## config.mk

```make
export PLATFORM = sky130hd
export DESIGN_NAME = mem_bus_arbiter
export DESIGN_NICKNAME = d
export VERILOG_FILES = /design/src/rtl/mem_bus_arbiter.sv
export SDC_FILE = /design/constraint.sdc
export NUM_CORES = 1
export LEC_CHECK = 0
export ABC_AREA = 0
export ABC_CLOCK_PERIOD_IN_PS = 1750
export CORE_ASPECT_RATIO = 1.2
export CORE_UTILIZATION = 36
export DETAILED_ROUTE_END_ITERATION = 10
export GPL_TIMING_DRIVEN = 0
export PLACE_DENSITY = 0.87
export SKIP_LAST_GASP = 1
export SLEW_MARGIN = 30
export SYNTH_ARGS = -nofsm -noshare
export SYNTH_HDL_FRONTEND = slang
export SYNTH_SLANG_ARGS = --single-unit
```

## constraint.sdc

```tcl
create_clock -name i_Clock -period 1.75 [get_ports i_Clock]
set_clock_uncertainty 0.15 [all_clocks]
set_input_delay 0.525 -clock i_Clock [delete_from_list [all_inputs] [get_ports i_Clock]]
set_output_delay 0.525 -clock i_Clock [all_outputs]
set_load 0.02 [all_outputs]
```

## src/rtl/mem_bus_arbiter.sv

```systemverilog
// Two-port round-robin arbiter sequencing accesses to a 1-cycle-latency single-port RAM.
// Define MEM_ARB_FIXED_PRIO_EN to make port 0 win every tie instead of alternating.
`timescale 1ns/1ps

module mem_bus_arbiter #(
    parameter int ADDR_W = 9,
    parameter int DATA_W = 16
) (
    input  logic              i_Clock,
    input  logic              i_Resetn,

    input  logic              i_P0_Req,
    input  logic              i_P0_Wr,
    input  logic [ADDR_W-1:0] i_P0_Addr,
    input  logic [DATA_W-1:0] i_P0_WrData,
    output logic              o_P0_Ack,
    output logic [DATA_W-1:0] o_P0_RdData,

    input  logic              i_P1_Req,
    input  logic              i_P1_Wr,
    input  logic [ADDR_W-1:0] i_P1_Addr,
    input  logic [DATA_W-1:0] i_P1_WrData,
    output logic              o_P1_Ack,
    output logic [DATA_W-1:0] o_P1_RdData,

    output logic [ADDR_W-1:0] o_Mem_Addr,
    output logic [DATA_W-1:0] o_Mem_WrData,
    output logic              o_Mem_Wren,
    input  logic [DATA_W-1:0] i_Mem_RdData,

    output logic [1:0]        o_Grant,
    output logic              o_Busy,
    output logic [1:0]        o_Dbg_State
);

    // Handshake: a requester holds Req (with Wr/Addr/WrData stable) until it sees a
    // one-cycle Ack; fields are sampled only in the IDLE cycle that grants it, and a
    // Req still high in the IDLE cycle after Ack starts a new transaction.

    typedef enum logic [1:0] {
        ST_IDLE   = 2'd0,
        ST_ACCESS = 2'd1,
        ST_RWAIT  = 2'd2,
        ST_DONE   = 2'd3
    } state_t;

    state_t              r_state;
    state_t              w_state_nxt;

    logic [1:0]          r_grant;
    logic                r_busy;
    logic                r_mem_wren;
    logic [ADDR_W-1:0]   r_mem_addr;
    logic [DATA_W-1:0]   r_mem_wrdata;
    logic                r_p0_ack;
    logic                r_p1_ack;
    logic [DATA_W-1:0]   r_p0_rddata;
    logic [DATA_W-1:0]   r_p1_rddata;
`ifndef MEM_ARB_FIXED_PRIO_EN
    logic                r_last;
`endif

    logic                w_any_req;
    logic                w_pick1;
    logic                w_load;
    logic [1:0]          w_grant_nxt;
    logic                w_busy_nxt;
    logic                w_wren_nxt;
    logic                w_ack0_nxt;
    logic                w_ack1_nxt;
    logic                w_cap0;
    logic                w_cap1;

    // Winner selection; only consulted in IDLE.
    always_comb begin
        w_any_req = i_P0_Req | i_P1_Req;
`ifdef MEM_ARB_FIXED_PRIO_EN
        w_pick1   = i_P1_Req & ~i_P0_Req;
`else
        if (i_P0_Req && i_P1_Req) begin
            w_pick1 = ~r_last;
        end else begin
            w_pick1 = i_P1_Req;
        end
`endif
    end

    always_ff @(posedge i_Clock or negedge i_Resetn) begin
        if (!i_Resetn) begin
            r_state <= ST_IDLE;
        end else begin
            r_state <= w_state_nxt;
        end
    end

    always_comb begin
        w_state_nxt = r_state;
        case (r_state)
            ST_IDLE:   if (w_any_req) w_state_nxt = ST_ACCESS;
            ST_ACCESS: w_state_nxt = r_mem_wren ? ST_DONE : ST_RWAIT;
            ST_RWAIT:  w_state_nxt = ST_DONE;
            ST_DONE:   w_state_nxt = ST_IDLE;
            default:   w_state_nxt = ST_IDLE;
        endcase
    end

    // Next values of the registered outputs; Ack is armed one state early so it
    // appears exactly during DONE.
    always_comb begin
        w_load      = 1'b0;
        w_grant_nxt = r_grant;
        w_busy_nxt  = r_busy;
        w_wren_nxt  = 1'b0;
        w_ack0_nxt  = 1'b0;
        w_ack1_nxt  = 1'b0;
        w_cap0      = 1'b0;
        w_cap1      = 1'b0;
        case (r_state)
            ST_IDLE: begin
                if (w_any_req) begin
                    w_load      = 1'b1;
                    w_grant_nxt = {w_pick1, ~w_pick1};
                    w_busy_nxt  = 1'b1;
                    w_wren_nxt  = w_pick1 ? i_P1_Wr : i_P0_Wr;
                end
            end
            ST_ACCESS: begin
                if (r_mem_wren) begin
                    w_ack0_nxt = r_grant[0];
                    w_ack1_nxt = r_grant[1];
                end
            end
            ST_RWAIT: begin
                w_cap0     = r_grant[0];
                w_cap1     = r_grant[1];
                w_ack0_nxt = r_grant[0];
                w_ack1_nxt = r_grant[1];
            end
            ST_DONE: begin
                w_grant_nxt = 2'b00;
                w_busy_nxt  = 1'b0;
            end
            default: begin
                w_grant_nxt = 2'b00;
                w_busy_nxt  = 1'b0;
            end
        endcase
    end

    always_ff @(posedge i_Clock or negedge i_Resetn) begin
        if (!i_Resetn) begin
            r_grant      <= 2'b00;
            r_busy       <= 1'b0;
            r_mem_wren   <= 1'b0;
            r_mem_addr   <= '0;
            r_mem_wrdata <= '0;
            r_p0_ack     <= 1'b0;
            r_p1_ack     <= 1'b0;
            r_p0_rddata  <= '0;
            r_p1_rddata  <= '0;
`ifndef MEM_ARB_FIXED_PRIO_EN
            r_last       <= 1'b1;
`endif
        end else begin
            r_grant    <= w_grant_nxt;
            r_busy     <= w_busy_nxt;
            r_mem_wren <= w_wren_nxt;
            r_p0_ack   <= w_ack0_nxt;
            r_p1_ack   <= w_ack1_nxt;
            if (w_load) begin
                r_mem_addr   <= w_pick1 ? i_P1_Addr   : i_P0_Addr;
                r_mem_wrdata <= w_pick1 ? i_P1_WrData : i_P0_WrData;
`ifndef MEM_ARB_FIXED_PRIO_EN
                r_last       <= w_pick1;
`endif
            end
            if (w_cap0) r_p0_rddata <= i_Mem_RdData;
            if (w_cap1) r_p1_rddata <= i_Mem_RdData;
        end
    end

    assign o_P0_Ack     = r_p0_ack;
    assign o_P1_Ack     = r_p1_ack;
    assign o_P0_RdData  = r_p0_rddata;
    assign o_P1_RdData  = r_p1_rddata;
    assign o_Mem_Addr   = r_mem_addr;
    assign o_Mem_WrData = r_mem_wrdata;
    assign o_Mem_Wren   = r_mem_wren;
    assign o_Grant      = r_grant;
    assign o_Busy       = r_busy;
    assign o_Dbg_State  = r_state;

endmodule

```

==> summary.txt <==
Synthesis
  – Post-Syn Area: 2800 µm²
  – Synth cell types: 24
  – Syn_area_per_cell: between 10 and 15 µm²
  – Yosys warning total: 0
  – Cells after Synth: between 200 and 300
  – Async SR Flop Fraction: 100%
  – Syn nets: about 330
  – Synthesis-stage register bit count: 66
  – Most used DFF post-synth: dfrtp_1
  – Fraction of the yosys area taken by sequential cells: between 50% and 60%
  – Post-synth EDFFs: 0

Floorplan
  – # IOs: roughly 140
  – Die area: between 8000 and 9000 µm²
  – Die width: 82.5 µm
  – Starting density of the core: 37.8%
  – Die height: between 90 and 100 µm
  – Std-Cell Rows: 34
  – Core ar.: 7400 µm²

CTS
  – Clock Sinks: between 60 and 70
  – # H-tree levels: 3
  – Num CTS Buffers: 9
  – Worst-Skew Late Latency: between 300 and 400 ps
  – Max clock buf depth: 2
  – CTS root buffer: clkbuf_8
  – CTS tree: built
  – Clk pin slew, worst setup/hold paths: 70 ps

Timing
  – Fin crit share: 101%
  – RSZ-0062 raised after global routing: true
  – Fin. max-slew vios: 0
  – Fin crit period: ~1800 ps
  – Fin. Hold Viols: 0
  – Fmax: approximately 570 MHz
  – Final setup margin: -15.2 ps
  – Normalized max-slew margin: between 70 and 80%
  – Final Setup Violations: 7
  – Tightest Pin Transition: roughly 350 ps

Power
  – Pwr per Cell Area: between 1500 and 2000 nW/µm²
  – Combinational share of power: roughly 49%
  – Max VDD drop: 0.959 mV
  – Switching share of power: between 30% and 40%
  – Switching Power: 3180 µW
  – Overall power: 8340 µW
  – Internal power: between 5000 and 6000 µW
  – Sequential Power Share: 32.8%
  – Clk pwr share: 18.5%
  – Leak Pwr: between 0.002 and 0.0025 µW

Setup path
  – Setup Crit Path Kind: reg -> reg
  – Critical path startpoint: o_Dbg_State[1]
  – Crit. End Element: register
  – R2r startpoint: o_Dbg_State[1]
  – Critical Path AT: between 1500 and 2000 ps
  – CP Max Fanout: 10
  – Crit path largest cell delay: between 400 and 500 ps
  – CP delay by family, top: flip-flops
  – Worst-path cell chain: ha_1, nand2_2, buf_4, mux2_2
  – Data required, critical path: around 1800 ps
  – CP max stage cell: dfrtp_2
  – Worst path bufs/invs: 1
  – Startpoint Class: register

Global routing
  – Global-route wire length before repair: 11.6 mm
  – Vias in the first global route: around 2,500
  – Gr ovfl total: 0
  – Initial antenna violation count: 0
  – Largest net degree at the start of global routing: between 40 and 50
  – Gr usage total: between 10% and 20%

Drt
  – Wire per inst: roughly 15 µm
  – Total wire length: roughly 7.4 mm
  – DRT iter0 DRCs: 53
  – Pre-antenna DRT Iters: 4
  – Via/cell ratio: approximately 4.9
  – Post-DRT Antenna Nets: 0
  – Total number of vias: between 2,000 and 2,500
  – # DRC: 0

Placed design
  – Post-DP HPWL: 5.59 mm
  – Post-placement cell count: between 400 and 500
  – RD Place Congestion: around 0.77
  – Pre-CTS setup slack: -580 ps
  – # port buffers: approximately 140

Job
  – Max Cap Viol: 0

Outcome
  – Violated checks: setup timing
  – Status: complete, but fails checks

Cells and area
  – Area Overhead vs Synth: 64.9%
  – Nets: 480
  – Storage element area: between 1500 and 2000 µm²
  – Fillers: slightly above 600
  – Final Non-Filler Cells: ~500
  – Layout cells sized above 1: between 20% and 30%
  – N_diodes: 0
  – Multi-input gate area: roughly 1100 µm²

Worst hold path
  – Startpoint of the lowest-slack hold path: i_P0_Req
  – Worst hold-check path type: in -> reg
[layer usage]
metal / track usage [%] / part of all wire, % / up-vias
met5: 0 / 0 / -
met4: 7.69 / 1.4 / 0
met3: 6.11 / 8.2 / 10
met2: 33.1 / 50 / 121
met1: 21.4 / 40 / 1155
li1: - / - / 1161
[cell type report]
class | instances | area share [%]
Timing Repair Buffer | 143 | 29.9
Tap cell | 90 | 2.44
Clock inverter | 6 | 2.49
Multi-Input combinational cell | 165 | 23.0
Clock buffer | 10 | 2.76
Buffer | 14 | 3.17
Sequential cell | 66 | 35.8
Inverter | 5 | 0.406
[metrics by stage]
step | area [µm²] | hold WS [ps] | setup TNS, ps | util [%]
after floorplan | 2810 | 79.4 | 0 | -
after global placement | 4280 | 334 | -149850 | 57.8
after detailed placement | 4290 | 304 | -17290 | 58.0
after CTS | 4550 | 321 | -2190 | 61.4
after global routing | 4620 | 336 | -899 | 62.4
final | 4620 | 339 | -48.3 | 62.4
[cells in the mapped netlist (2+ instances only)]
cell type / n / share of area, %
a32oi_1: 2 / 0.63
o31ai_1: 2 / 0.54
o21ai_0: 3 / 0.54
nand2_1: 57 / 7.6
clkbuf_1: 2 / 0.27
nor2_1: 29 / 3.9
buf_4: 4 / 1.1
buf_2: 7 / 1.3
dfrtp_1: 65 / 58
buf_6: 2 / 0.80
mux2_2: 33 / 13
a31oi_1: 26 / 5.8
ha_1: 4 / 1.8
inv_1: 5 / 0.67
[logic make-up after synthesis]
logic type	count (synthesis)	synth area share [%]
AO/OA/AOI/OAI	38	9.25
adder cells (fa/ha/maj)	4	1.79
AND/OR/NAND/NOR	89	12.2
multiplexers	34	13.6
buffers and inverters	20	4.07
flip-flops	66	59.0
[power by group through the flow]
| stage | sequential [µW] | combinational, µW | clock [µW] |
|---|---|---|---|
| after floorplan | 3630 | 1320 | 0 |
| after global placement | 2730 | 4180 | 0 |
| after detailed placement | 2770 | 4290 | 0 |
| after CTS | 2700 | 3920 | 1580 |
| after global routing | 2830 | 4390 | 1650 |
| final | 2730 | 4060 | 1540 |
[final timing paths]
kind / to / slack (ps) / depth (start not counted)
max: o_P1_RdData[12] / -20 / 4
min: r_last / 340 / 2
max reg2reg: o_P1_RdData[12] / -20 / 4
min reg2reg: o_P1_RdData[2] / 350 / 1
max in group asynchronous: r_last / 390 / 3
min in group asynchronous: o_P0_RdData[10] / 480 / 2
[cell usage in the layout, fill, tap and decap left out, types with 4 or more instances in the layout]
| master | synthesis | final |
|---|---|---|
| clkdlybuf4s50_1 | 0 | 68 |
| dfrtp_1 | 65 | 63 |
| nand2_1 | 57 | 55 |
| clkdlybuf4s15_1 | 0 | 48 |
| mux2_2 | 33 | 33 |
| nor2_1 | 29 | 29 |
| a31oi_1 | 26 | 26 |
| buf_4 | 4 | 13 |
| clkbuf_8 | 0 | 10 |
| dlygate4sd2_1 | 0 | 10 |
| clkbuf_2 | 0 | 6 |
| inv_1 | 5 | 5 |
| buf_6 | 2 | 4 |
| ha_1 | 4 | 4 |
[registers in the layout, indices dropped and copies added, names as in the netlist]
register      cells
o_Busy            1
o_Dbg_State       2
o_Grant           2
o_Mem_Addr        9
o_Mem_WrData     16
o_Mem_Wren        1
o_P0_Ack          1
o_P0_RdData      16
o_P1_Ack          1
o_P1_RdData      16
r_last            1
[repair_timing]
item	4_1_cts	5_1_grt
buffers inserted	5	1
hold buffers	1	0
endpoints found under the setup margin	112	103
gates cloned	0	0
endpoints found under the hold margin	24	0
pin swaps	0	0
gates resized for setup	83	72
No activity file was read; power rests on OpenSTA's default activity.
